## config.mk

```make
export PLATFORM = sky130hd
export DESIGN_NAME = move_queue_scheduler
export DESIGN_NICKNAME = d
export VERILOG_FILES = /design/src/rtl/move_queue_scheduler_pkg.sv /design/src/rtl/move_ring_fifo.sv /design/src/rtl/move_queue_scheduler.sv
export SDC_FILE = /design/constraint.sdc
export NUM_CORES = 1
export LEC_CHECK = 0
export CORE_ASPECT_RATIO = 1.75
export CORE_MARGIN = 2
export CORE_UTILIZATION = 52
export DETAILED_ROUTE_END_ITERATION = 10
export PLACE_DENSITY = 0.84
export SETUP_SLACK_MARGIN = 0.15
export SLEW_MARGIN = 20
export SYNTH_ARGS = -nofsm -noshare
export SYNTH_HDL_FRONTEND = slang
export SYNTH_SLANG_ARGS = --single-unit
```

## constraint.sdc

```tcl
create_clock -name CLK -period 14.1 [get_ports CLK]
set_input_delay 2.115 -clock CLK [delete_from_list [all_inputs] [get_ports CLK]]
set_output_delay 2.115 -clock CLK [all_outputs]
set_load 0.02 [all_outputs]
```

## src/rtl/move_queue_scheduler_pkg.sv

```systemverilog
// Shared definitions for the move queue scheduler: the FSM state encoding
// and the default queue depth (log2 of entries).
package move_queue_scheduler_pkg;

  localparam int DEFAULT_DEPTH_BITS = 2;

  typedef enum logic [1:0] {
    IDLE  = 2'd0,
    LOAD  = 2'd1,
    START = 2'd2,
    RUN   = 2'd3
  } move_state_e;

endpackage

```

## src/rtl/move_ring_fifo.sv

```systemverilog
// Ring buffer of packed move words. Pointers carry one extra wrap bit so
// full and empty can be told apart when the index bits match.
// Optional macro HALT_EN adds a flush input that drops every queued entry.
module move_ring_fifo
  import move_queue_scheduler_pkg::*;
#(
  parameter int DEPTH_BITS = DEFAULT_DEPTH_BITS,
  parameter int DATA_W     = 193
) (
  input  logic                clk,
  input  logic                rst_n,
  input  logic                push,
  input  logic                pop,
`ifdef HALT_EN
  input  logic                flush,
`endif
  input  logic [DATA_W-1:0]   wr_data,
  output logic [DATA_W-1:0]   rd_data,
  output logic                full,
  output logic                empty,
  output logic [DEPTH_BITS:0] fill_level
);

  localparam int ENTRIES = 1 << DEPTH_BITS;
  localparam logic [DEPTH_BITS:0] PTR_ONE = 1;

  logic [DATA_W-1:0]   mem [ENTRIES];
  logic [DEPTH_BITS:0] wr_ptr;
  logic [DEPTH_BITS:0] rd_ptr;

  // Storage is not reset; only the pointers define what is valid.
  always_ff @(posedge clk) begin
    if (push && !full) mem[wr_ptr[DEPTH_BITS-1:0]] <= wr_data;
  end

  // Pointer update; flush snaps the read pointer onto the write pointer.
  always_ff @(posedge clk or negedge rst_n) begin
    if (!rst_n) begin
      wr_ptr <= '0;
      rd_ptr <= '0;
    end else begin
      if (push && !full) wr_ptr <= wr_ptr + PTR_ONE;
`ifdef HALT_EN
      if (flush) rd_ptr <= wr_ptr;
      else if (pop && !empty) rd_ptr <= rd_ptr + PTR_ONE;
`else
      if (pop && !empty) rd_ptr <= rd_ptr + PTR_ONE;
`endif
    end
  end

  // Status decode from the wrap bit and the index bits.
  always_comb begin
    empty      = (wr_ptr == rd_ptr);
    full       = (wr_ptr[DEPTH_BITS] != rd_ptr[DEPTH_BITS]) &&
                 (wr_ptr[DEPTH_BITS-1:0] == rd_ptr[DEPTH_BITS-1:0]);
    fill_level = wr_ptr - rd_ptr;
    rd_data    = mem[rd_ptr[DEPTH_BITS-1:0]];
  end

endmodule

```

## src/rtl/move_queue_scheduler.sv

```systemverilog
// Move queue scheduler: buffers moves in a ring FIFO and feeds them one at a
// time to a DDA timer (LOAD pops and registers the head, START pulses
// dda_start, RUN waits for dda_done).
// Optional macro HALT_EN adds a halt input that flushes the queue and
// returns the FSM to IDLE without signalling move_done.
// Handshake: an enqueue happens on every rising edge where wr_valid and
// wr_ready are both high; wr_ready is low only when the queue is full, and
// wr_valid while full is simply ignored (no write, no pointer change).
module move_queue_scheduler
  import move_queue_scheduler_pkg::*;
#(
  parameter int DEPTH_BITS = DEFAULT_DEPTH_BITS,
  parameter int WORD_W     = 64
) (
  input  logic                CLK,
  input  logic                resetn,
  input  logic                wr_valid,
  output logic                wr_ready,
  input  logic                wr_dir,
  input  logic [WORD_W-1:0]   wr_duration,
  input  logic [WORD_W-1:0]   wr_increment,
  input  logic [WORD_W-1:0]   wr_incinc,
  output logic                out_dir,
  output logic [WORD_W-1:0]   out_duration,
  output logic [WORD_W-1:0]   out_increment,
  output logic [WORD_W-1:0]   out_incinc,
  output logic                dda_start,
  input  logic                dda_done,
  output logic [DEPTH_BITS:0] fill_level,
  output logic                buffer_dtr,
  output logic                move_done,
`ifdef HALT_EN
  input  logic                halt,
`endif
  output move_state_e         fsm_state
);

  localparam int ENTRY_W = 3 * WORD_W + 1;

  move_state_e        state;
  move_state_e        state_next;
  logic               load_en;
  logic               push;
  logic               full;
  logic               empty;
  logic [ENTRY_W-1:0] head;

`ifdef HALT_EN
  // A write offered in the same cycle as halt is dropped along with the queue.
  assign push = wr_valid && !full && !halt;
`else
  assign push = wr_valid && !full;
`endif

  assign wr_ready  = !full;
  // fill_level never exceeds the depth, so its top bit is set only when full.
  assign buffer_dtr = !fill_level[DEPTH_BITS];
  assign fsm_state  = state;

  move_ring_fifo #(
    .DEPTH_BITS(DEPTH_BITS),
    .DATA_W    (ENTRY_W)
  ) u_fifo (
    .clk       (CLK),
    .rst_n     (resetn),
    .push      (push),
    .pop       (load_en),
`ifdef HALT_EN
    .flush     (halt),
`endif
    .wr_data   ({wr_dir, wr_duration, wr_increment, wr_incinc}),
    .rd_data   (head),
    .full      (full),
    .empty     (empty),
    .fill_level(fill_level)
  );

  // FSM state register.
  always_ff @(posedge CLK or negedge resetn) begin
    if (!resetn) state <= IDLE;
    else         state <= state_next;
  end

  // Next-state decode plus the one-cycle strobes derived from the state.
  always_comb begin
    state_next = state;
    load_en    = 1'b0;
    dda_start  = 1'b0;
    move_done  = 1'b0;
    case (state)
      IDLE:  if (!empty) state_next = LOAD;
      LOAD: begin
        load_en    = 1'b1;
        state_next = START;
      end
      START: begin
        dda_start  = 1'b1;
        state_next = RUN;
      end
      RUN: begin
        if (dda_done) begin
          if (!empty) begin
            state_next = LOAD;
          end else begin
            state_next = IDLE;
            move_done  = 1'b1;
          end
        end
      end
      default: state_next = IDLE;
    endcase
`ifdef HALT_EN
    if (halt) begin
      state_next = IDLE;
      load_en    = 1'b0;
      dda_start  = 1'b0;
      move_done  = 1'b0;
    end
`endif
  end

  // Active move register: captured in LOAD and held until the next LOAD.
  always_ff @(posedge CLK or negedge resetn) begin
    if (!resetn) begin
      out_dir       <= 1'b0;
      out_duration  <= '0;
      out_increment <= '0;
      out_incinc    <= '0;
    end else if (load_en) begin
      {out_dir, out_duration, out_increment, out_incinc} <= head;
    end
  end

endmodule

```

## Word-level counts from Yosys, hierarchy flattened

Memories as Yosys holds them, arrays and structs flattened. A register that Yosys moved wholly into a read port is not among the register bits.
Cells that the tools add are included.

- Mux-type cells: 11
- $add $sub $neg: 3
- Eq/ne operators: 8
- Bitwise logic cells: 0
- Shift-type cells: 0
- Magnitude comparators: 0
- Reduce and logical (&&, ||, !) cells: 10
- Div/mod/pow operators: 0
- Multipliers: 0

Operator list:

| kind | count |
|---|---|
| 1-bit 2-to-1 mux | 8 |
| 2-bit case mux with 4 select lines | 1 |
| 3-bit by 1-bit adder with 3-bit output (second input constant) | 2 |
| 2-bit equality test (second input constant) | 2 |
| 1-bit logical AND | 4 |
| 1-bit logical NOT | 4 |
| 2-bit 2-to-1 mux | 2 |
| 2-bit inequality test (second input constant) | 2 |
| 3-bit equality test | 1 |
| 3-bit subtractor | 1 |
| 2-bit by 1-bit equality test with 1-bit output (second input constant) | 1 |
| 2-bit equality test | 1 |
| 2-bit logical NOT | 1 |
| 2-bit AND reduction | 1 |
| 1-bit inequality test | 1 |

- Memory bits (writable): 772
- Output and inout bits: 202
- Register bits: 8
- ROM bits: 0
- Memories: 1
- Bits of input ports: 197
- Bits in latches: 0

Memories:

| name | depth | bits a word | read ports | clocked after Yosys merged registers in | write ports | RTL line | text |
|---|---|---|---|---|---|---|---|
| u_fifo.mem | 4 | 193 | 1 | 1 | 1 | move_ring_fifo.sv:27 | `logic [DATA_W-1:0] mem [ENTRIES];` |

## Logic depth before layout (Yosys ltp)

Gate-level depths: netlist (run 1).

- Word-level depth: 7
- Gate-level depth with buffers: 8
- Depth with buffers taken out: 5

## Hierarchy

A second synthesis (run 1) with hierarchy kept.

- Cell total of the unflattened synthesis: 1,479
- Area total of the unflattened synthesis: 35,708.0 µm²

By module, submodules not included:

| module | times used | cells an instance | area each (µm²) |
|---|---|---|---|
| move_ring_fifo | 1 | 1,053 | 28,315.9 |
| move_queue_scheduler | 1 | 426 | 7,392.1 |

## Worst setup path after synthesis (run 1)

OpenSTA, ideal clock, no wires.

- Path type: input-to-reg
- From: in wr_valid
- To: mem u_fifo.mem[3][0], enable pin
- Required time: 13.287 ns
- Stages: 2
- Setup time: 0.813 ns
- Path buffers: 0
- Slack: 1.796 ns
- Arrival: 11.492 ns
- Cells stage by stage: nand2_1 -> a21oi_1

- Longest elaborated chain between the ends: 4

RTL lines:

| item | RTL line | text |
|---|---|---|
| from (decl) | move_queue_scheduler.sv:17 | `input logic wr_valid,` |
| 1-bit logical AND | move_queue_scheduler.sv:52 | `assign push = wr_valid && !full;` |
| 1-bit logical AND | move_ring_fifo.sv:33 | `if (push && !full) mem[wr_ptr[DEPTH_BITS-1:0]] <= wr_data;` |
| 1-bit 2-to-1 mux | move_ring_fifo.sv:33 |  |
| 1-bit 2-to-1 mux (implied by the code) | move_ring_fifo.sv:33 |  |
| to (decl) | move_ring_fifo.sv:27 |  |

Every way passes these cells.

## Final worst setup path (run 1)

- From: in dda_done
- To: out move_done

- Longest elaborated chain between the ends: 2

RTL lines:

| item | RTL line | text |
|---|---|---|
| from (decl) | move_queue_scheduler.sv:28 | `input logic dda_done,` |
| 1-bit 2-to-1 mux | move_queue_scheduler.sv:101 | `if (dda_done) begin` |
| 1-bit 2-to-1 mux | move_queue_scheduler.sv:90 | `case (state)` |
| to (decl) | move_queue_scheduler.sv:31 | `output logic move_done,` |

Every way passes these cells.

==> results of run 1 <==
==> kinds of logic (layout without fill, tap and decap cells) <==
group,count (synthesis),count (layout),share of synthesized area (%)
flip-flops,973,973,79.4
AO/OA/AOI/OAI,7,7,0.141
multiplexers,389,389,18.4
other,0,13,0
buffers and inverters,75,580,1.27
XOR/XNOR,7,7,0.173
adder cells (fa/ha/maj),12,12,0.444
AND/OR/NAND/NOR,11,11,0.148
==> per-stage QoR <==
stage	util (%)	setup WS [ps]	instance area, sq um	std cells	hold WS (ps)
5_1_grt	64.3	8490	43400	2888	524
4_1_cts	64.2	8520	43300	2875	510
3_5_place_dp	60.0	8530	40500	2722	495
2_1_floorplan	-	1800	35500	1474	498
6_report	64.3	8510	43400	2888	507
3_3_place_gp	60.0	8450	40500	2722	490
==> metal layers <==
metal | global-route usage (%) | up-vias | share of wire, %
met5 | 0 | - | 0.16
met4 | 9.42 | 18 | 3.4
met3 | 5.50 | 151 | 7.6
met2 | 34.5 | 626 | 51
met1 | 26.6 | 8740 | 38
li1 | - | 6929 | -
==> flip-flops by register name, indices dropped and copies added, names as in the netlist <==
register / flops
fsm_state: 2
out_dir: 1
out_duration: 64
out_incinc: 64
out_increment: 64
u_fifo.mem: 772
u_fifo.rd_ptr: 3
u_fifo.wr_ptr: 3
==> worst max path at each step <==
stage	endpoint	slack (ps)	from
floorplan	u_fifo.mem[3][0]$_DFFE_PP_	1800	wr_valid
global placement	move_done	8450	dda_done
detailed placement	move_done	8530	dda_done
CTS	move_done	8520	dda_done
global route	move_done	8490	dda_done
finish	move_done	8510	dda_done
==> cell usage after synthesis, types with 2 or more instances <==
cell type	number
and2_1	4
buf_1	4
buf_2	23
buf_6	19
clkbuf_1	20
dfrtp_1	201
edfxtp_1	772
ha_1	11
inv_1	9
mux2_2	196
mux4_2	193
nand2_1	5
xnor2_1	5
xor2_1	2
==> worst max-delay path: cells and delay by family <==
| family | cells | cell delay [ps] |
|---|---|---|
| buffers and inverters | 2 | 1160 |
| AND/OR/NAND/NOR | 2 | 200 |
==> cell type report <==
type                       instances  area [sq um]  share of cell area [%]
sequential                       973         28200                    65.1
multi-input combinational        426          6910                    15.9
timing repair buffer             418          4180                    9.63
clock buffer                     107          2310                    5.32
tap                              896          1120                    2.58
clock inverter                    46           579                    1.34
inverter                           9          33.8                  0.0779
antenna                           13          32.5                  0.0750
==> power by group <==
| part | switching, mW | internal [mW] |
|---|---|---|
| Sequential | 0.392 | 4.00 |
| Combinational | 1.60 | 1.64 |
| Clock | 1.02 | 1.36 |
| Total | 3.02 | 6.99 |
==> impl_metrics.prom, run 1 <==
# TYPE chip_impl_metric gauge
chip_impl_info{name="outcome",value="completed"} 1
chip_impl_info{name="crit_type",value="in -> out"} 1
chip_impl_metric{name="synth.net_count",unit=""} 1683
chip_impl_metric{name="firstDrtPassIters",unit=""} 5
chip_impl_metric{name="maximum_number_of_pins_on_one_net_before_global_route_repair",unit=""} 154
chip_impl_info{name="netlist.top_cell.by_area",value="edfxtp_1"} 1
chip_impl_metric{name="finalHoldViolCount",unit=""} 0
chip_impl_info{name="layout_commonest_cell",value="edfxtp_1"} 1
chip_impl_metric{name="max-cap-violations",unit=""} 0
chip_impl_metric{name="setup_viol_count_final",unit=""} 0
chip_impl_info{name="synth.area.top_cells",value="edfxtp_1, dfrtp_1, mux4_2"} 1
chip_impl_metric{name="mappedNetlistArea",unit="sq um"} 35500
chip_impl_info{name="cts_tree",value="built"} 1
chip_impl_metric{name="initial_utilization",unit="%"} 52.7
chip_impl_metric{name="worst_setup_hold_path_clk_slew",unit="ps"} 70
chip_impl_metric{name="min_path_cells",unit=""} 1
chip_impl_metric{name="die_h",unit="microns"} 350
chip_impl_info{name="critical_path_cell_sequence",value="clkdlybuf4s50_1, nand2_1, nor3_1, clkdlybuf4s50_1"} 1
chip_impl_metric{name="worst_pin_slew",unit="ps"} 1480
chip_impl_info{name="worstHoldEndpoint",value="out_duration[63]$_DFFE_PN0P_"} 1
chip_impl_info{name="worstSetupStartpointType",value="input port"} 1
chip_impl_metric{name="rows",unit=""} 126
chip_impl_metric{name="worst_ir_drop_vdd",unit="mV"} 0.166
chip_impl_metric{name="cts_repair_resize_count",unit=""} 0
chip_impl_metric{name="ctsHoldBuffers",unit=""} 0
chip_impl_metric{name="area_growth",unit="%"} 22.1
chip_impl_metric{name="drive_above_1_share",unit="%"} 27.9
chip_impl_metric{name="max-slew-margin-rel",unit="%"} 1.13
chip_impl_metric{name="grt_usage",unit="%"} 21.0
chip_impl_metric{name="rrSetupSlack",unit="ps"} 9520
chip_impl_metric{name="drt-total-wl",unit="mm"} 73.3
chip_impl_metric{name="wire_length_of_the_first_global_routing_pass",unit="mm"} 110
chip_impl_metric{name="cts-buffers-inserted",unit=""} 82
chip_impl_metric{name="ctsHtreeMaxLevel",unit=""} 3
chip_impl_metric{name="grt_antenna_before_repair",unit=""} 23
chip_impl_metric{name="ffs_latches_synth",unit=""} 973
chip_impl_metric{name="timing.critical_path.fanout_max",unit=""} 3
chip_impl_metric{name="place_congestion",unit=""} 0.760
chip_impl_metric{name="n_fill_cell",unit=""} 4423
chip_impl_metric{name="synth-seq-area-share",unit="%"} 79.4
chip_impl_metric{name="die_footprint",unit="sq um"} 70500
chip_impl_metric{name="post_layout_net_count",unit=""} 2119
chip_impl_info{name="regToRegStartpoint",value="u_fifo.rd_ptr[0]$_DFFE_PN0P_"} 1
chip_impl_info{name="clock-root-buffer",value="clkbuf_16"} 1
chip_impl_metric{name="cts.repair_timing.setup_buffer_count",unit=""} 0
chip_impl_info{name="worst_hold_startpoint",value="out_duration[63]$_DFFE_PN0P_"} 1
chip_impl_info{name="end_kind",value="output pin"} 1
chip_impl_metric{name="fp.dieW",unit="microns"} 202
chip_impl_metric{name="post_drt_wl_per_cell",unit="microns"} 25.4
chip_impl_info{name="layout_common_cells",value="edfxtp_1, clkdlybuf4s50_1, dfrtp_1, mux2_2, mux4_2"} 1
chip_impl_metric{name="synthCells",unit=""} 1474
chip_impl_metric{name="cts_num_sinks",unit=""} 973
chip_impl_metric{name="final-max-slew-violation-count",unit=""} 0
chip_impl_metric{name="place.detailed.hpwl",unit="mm"} 43.8
chip_impl_metric{name="number_of_global_route_vias_before_repair",unit=""} 17646
chip_impl_metric{name="count_of_warnings_emitted_by_yosys",unit=""} 0
chip_impl_metric{name="detail_route.iter0.violations",unit=""} 963
chip_impl_metric{name="globalRoute.totalOverflow",unit=""} 0
chip_impl_info{name="reg2reg_to",value="out_incinc[31]$_DFFE_PN0P_"} 1
chip_impl_metric{name="drtAntennaViolNets",unit=""} 0
chip_impl_metric{name="synth.lib_cells_used.distinct",unit=""} 24
chip_impl_metric{name="p_leak",unit="nW"} 14.6
chip_impl_metric{name="portion_of_the_clock_cycle_consumed_by_the_worst_path_in_the_final_layout",unit="%"} 39.6
chip_impl_metric{name="synth_top_area_share",unit="%"} 65.2
chip_impl_info{name="slowest_stage",value="clkdlybuf4s50_1"} 1
chip_impl_metric{name="timing.critical_path.arrival",unit="ps"} 3480
chip_impl_metric{name="asr_flop_ratio_synth",unit="%"} 20.7
chip_impl_info{name="rsz_0062_raised_after_global_routing",value="false"} 1
chip_impl_metric{name="critical_path.max_stage_delay",unit="ps"} 630
chip_impl_metric{name="via_count",unit=""} 16464
chip_impl_metric{name="reg2reg_depth",unit=""} 5
chip_impl_metric{name="worst-endpoint-required",unit="ps"} 11980
chip_impl_metric{name="clk_latency",unit="ps"} 640
chip_impl_metric{name="placement.io_buffers",unit=""} 398
chip_impl_info{name="hp-class",value="reg -> reg"} 1
chip_impl_metric{name="timing.setup.tns",unit="ps"} 0
chip_impl_metric{name="synth_enable_flop_cells",unit=""} 772
chip_impl_metric{name="power.density",unit="nW/um^2"} 231
chip_impl_info{name="postSynth.topFlopCell",value="edfxtp_1"} 1
chip_impl_metric{name="viasPerCell",unit=""} 5.70
chip_impl_metric{name="max_freq",unit="MHz"} 179
chip_impl_metric{name="report.power.total",unit="mW"} 10.0
chip_impl_metric{name="cts-root-to-sink-buffers",unit=""} 3
chip_impl_metric{name="io_pins",unit=""} 399
chip_impl_metric{name="synthesis.area_per_instance",unit="sq um"} 24.1
chip_impl_info{name="cell_seen_most_often_among_critical_path_stages",value="clkdlybuf4s50_1"} 1
chip_impl_metric{name="placeableCoreArea",unit="sq um"} 67500
chip_impl_metric{name="post_route_skew",unit="ps"} 30.1
chip_impl_metric{name="layout_min_cycle_time",unit="ps"} 5590
chip_impl_metric{name="drc",unit=""} 0
Note: power is estimated with default switching activity, not from simulation.
==> run 2: changes to the inputs <==
Settings changed: CORE_UTILIZATION 52 to 50.
Clock period 14.1 ns to 5 ns, I/O delays scaled along.
==> run 2 against run 1 <==
Compared with the run above:
- worst setup slack got worse by 7200 ps
- wire length rose by 3.6%
- register-to-register slack got worse by 8200 ps
- sequential cell count did not move
- sequential share of layout area fell by 0.78 points
- combinational power rose to 2.9 times the previous value
- critical path depth did not move
- global-route usage barely moved
- hold slack got worse by 380 ps
- via count fell by 0.66%
- first-iteration DRC count rose by 3.3%
- cell count rose by 1.6%
- critical path type is now reg -> out
- largest cell class unchanged
- largest power group unchanged
==> impl_metrics.prom, run 2 (synthesis results as in run 1) <==
# TYPE chip_impl_metric gauge
chip_impl_info{name="outcome",value="completed"} 1
chip_impl_metric{name="globalRoute.totalOverflow",unit=""} 0
chip_impl_metric{name="viasPerCell",unit=""} 5.58
chip_impl_metric{name="io_pins",unit=""} 399
chip_impl_info{name="critical-path-top-delay-family",value="flip-flops"} 1
chip_impl_metric{name="max-cap-violations",unit=""} 0
chip_impl_metric{name="timing.critical_path.fanout_max",unit=""} 27
chip_impl_metric{name="maximum_number_of_pins_on_one_net_before_global_route_repair",unit=""} 112
chip_impl_info{name="hp-class",value="in -> async"} 1
chip_impl_metric{name="timing.critical_path.arrival",unit="ps"} 2990
chip_impl_info{name="slowest_stage",value="dfrtp_4"} 1
chip_impl_info{name="rsz_0062_raised_after_global_routing",value="false"} 1
chip_impl_metric{name="ctsHoldBuffers",unit=""} 0
chip_impl_info{name="clock-root-buffer",value="clkbuf_16"} 1
chip_impl_metric{name="worstPathBufferInverterCount",unit=""} 1
chip_impl_metric{name="setup_viol_count_final",unit=""} 0
chip_impl_info{name="worstSetupStartpointType",value="flip-flop"} 1
chip_impl_metric{name="post_drt_wl_per_cell",unit="microns"} 25.9
chip_impl_metric{name="rows",unit=""} 129
chip_impl_metric{name="initial_utilization",unit="%"} 50.4
chip_impl_metric{name="power.density",unit="nW/um^2"} 657
chip_impl_metric{name="cts-root-to-sink-buffers",unit=""} 3
chip_impl_metric{name="max_freq",unit="MHz"} 268
chip_impl_metric{name="number_of_global_route_vias_before_repair",unit=""} 18234
chip_impl_metric{name="worst_setup_hold_path_clk_slew",unit="ps"} 70
chip_impl_metric{name="reg2reg_depth",unit=""} 5
chip_impl_metric{name="die_footprint",unit="sq um"} 73300
chip_impl_info{name="cts_tree",value="built"} 1
chip_impl_info{name="crit_type",value="reg -> out"} 1
chip_impl_metric{name="placement.cell_area",unit="sq um"} 40800
chip_impl_metric{name="drc",unit=""} 0
chip_impl_metric{name="cts.repair_timing.setup_buffer_count",unit=""} 0
chip_impl_metric{name="detail_route.iter0.violations",unit=""} 995
chip_impl_metric{name="placeableCoreArea",unit="sq um"} 70500
chip_impl_metric{name="fin_util",unit="%"} 62.2
chip_impl_info{name="critical_path_cell_sequence",value="ha_1, fa_1, xnor2_1, clkdlybuf4s50_1"} 1
chip_impl_metric{name="post_route_skew",unit="ps"} 31.1
chip_impl_metric{name="cp.depth",unit=""} 4
chip_impl_metric{name="place_congestion",unit=""} 0.789
chip_impl_info{name="layout_commonest_cell",value="edfxtp_1"} 1
chip_impl_metric{name="worst_ir_drop_vdd",unit="mV"} 0.406
chip_impl_metric{name="post_layout_net_count",unit=""} 2141
chip_impl_metric{name="area_growth",unit="%"} 23.5
chip_impl_metric{name="clk_latency",unit="ps"} 640
chip_impl_metric{name="postLayoutCellArea",unit="sq um"} 43900
chip_impl_metric{name="largest_register_ffs",unit=""} 772
chip_impl_metric{name="worst-endpoint-required",unit="ps"} 4250
chip_impl_metric{name="cts_num_sinks",unit=""} 973
chip_impl_metric{name="fp.dieW",unit="microns"} 206
chip_impl_metric{name="grt_antenna_before_repair",unit=""} 20
chip_impl_metric{name="cts_repair_resize_count",unit=""} 0
chip_impl_info{name="end_kind",value="output pin"} 1
chip_impl_metric{name="critical_path.max_stage_delay",unit="ps"} 700
chip_impl_metric{name="ctsHtreeMaxLevel",unit=""} 3
chip_impl_metric{name="report.power.total",unit="mW"} 28.8
chip_impl_metric{name="placement.io_buffers",unit=""} 398
chip_impl_metric{name="drtAntennaViolNets",unit=""} 0
chip_impl_metric{name="cts-buffers-inserted",unit=""} 83
chip_impl_metric{name="n_fill_cell",unit=""} 4595
chip_impl_info{name="layout_common_cells",value="edfxtp_1, clkdlybuf4s50_1, dfrtp_1, mux2_2, mux4_2"} 1
chip_impl_metric{name="worst_pin_slew",unit="ps"} 1030
chip_impl_metric{name="timing.setup.tns",unit="ps"} 0
chip_impl_metric{name="die_h",unit="microns"} 357
chip_impl_metric{name="final-max-slew-violation-count",unit=""} 0
chip_impl_metric{name="finalHoldViolCount",unit=""} 0
chip_impl_metric{name="drive_above_1_share",unit="%"} 28.8
chip_impl_metric{name="drt-total-wl",unit="mm"} 75.9
chip_impl_metric{name="max-slew-margin-rel",unit="%"} 31.1
chip_impl_metric{name="grt_usage",unit="%"} 21.0
chip_impl_metric{name="layout_min_cycle_time",unit="ps"} 3740
chip_impl_metric{name="firstDrtPassIters",unit=""} 5
chip_impl_metric{name="place.detailed.hpwl",unit="mm"} 47.8
chip_impl_metric{name="via_count",unit=""} 16355
chip_impl_metric{name="p_leak",unit="nW"} 14.9
chip_impl_metric{name="portion_of_the_clock_cycle_consumed_by_the_worst_path_in_the_final_layout",unit="%"} 74.7
chip_impl_metric{name="wire_length_of_the_first_global_routing_pass",unit="mm"} 113
run 2: cell types whose count changed in the layout (fill, tap and decap cells not counted), sizes merged:
cell	previous run	this run
buf	21	42
bufinv	10	20
clkinvlp	4	1
inv	15	12
clkbuf	107	105
clkinv	26	27
run 2: stage by stage:
step                      instances  hold WS (ps)  setup slack, ps
final                          2933           131             1260
after global routing           2932           172             1130
after CTS                      2920           169             1180
after detailed placement       2764           495             1300
after global placement         2764           489             1410
after floorplan                1474           454             83.9
run 2: final timing paths:
kind	from	end	slack, ps
max in group asynchronous	resetn	u_fifo.rd_ptr[1]$_DFFE_PN0P_	3790
min	resetn	out_duration[58]$_DFFE_PN0P_	130
max reg2reg	u_fifo.rd_ptr[0]$_DFFE_PN0P_	u_fifo.mem[1][133]$_DFFE_PP_	1330
min reg2reg	out_incinc[34]$_DFFE_PN0P_	out_incinc[34]$_DFFE_PN0P_	510
max	u_fifo.rd_ptr[0]$_DFFE_PN0P_	fill_level[2]	1260
min in group CLK	out_incinc[34]$_DFFE_PN0P_	out_incinc[34]$_DFFE_PN0P_	510
run 2: power breakdown:
group,internal [mW],switching [mW]
clock network,4.26,2.89
logic,4.76,4.73
registers,11.2,0.953
total,20.3,8.57
run 2: area by class of cell:
type / instances / area [sq um] / area share [%]
diodes: 13 / 32.5 / 0.0741
clock buffers: 105 / 2240 / 5.10
clock inverters: 51 / 848 / 1.93
inverters: 9 / 33.8 / 0.0769
multi-input cells: 426 / 6920 / 15.8
flip-flops and latches: 973 / 28200 / 64.3
well taps: 917 / 1150 / 2.61
repair buffers: 439 / 4460 / 10.2
run 2: routing by layer:
layer | vias to the layer above | wire length (microns) | global-route usage [%]
met5 | - | 84 | 0
met3 | 150 | 5190 | 5.20
met4 | 14 | 2910 | 9.61
met1 | 8628 | 26600 | 24.2
met2 | 569 | 41200 | 36.9
li1 | 6994 | - | -
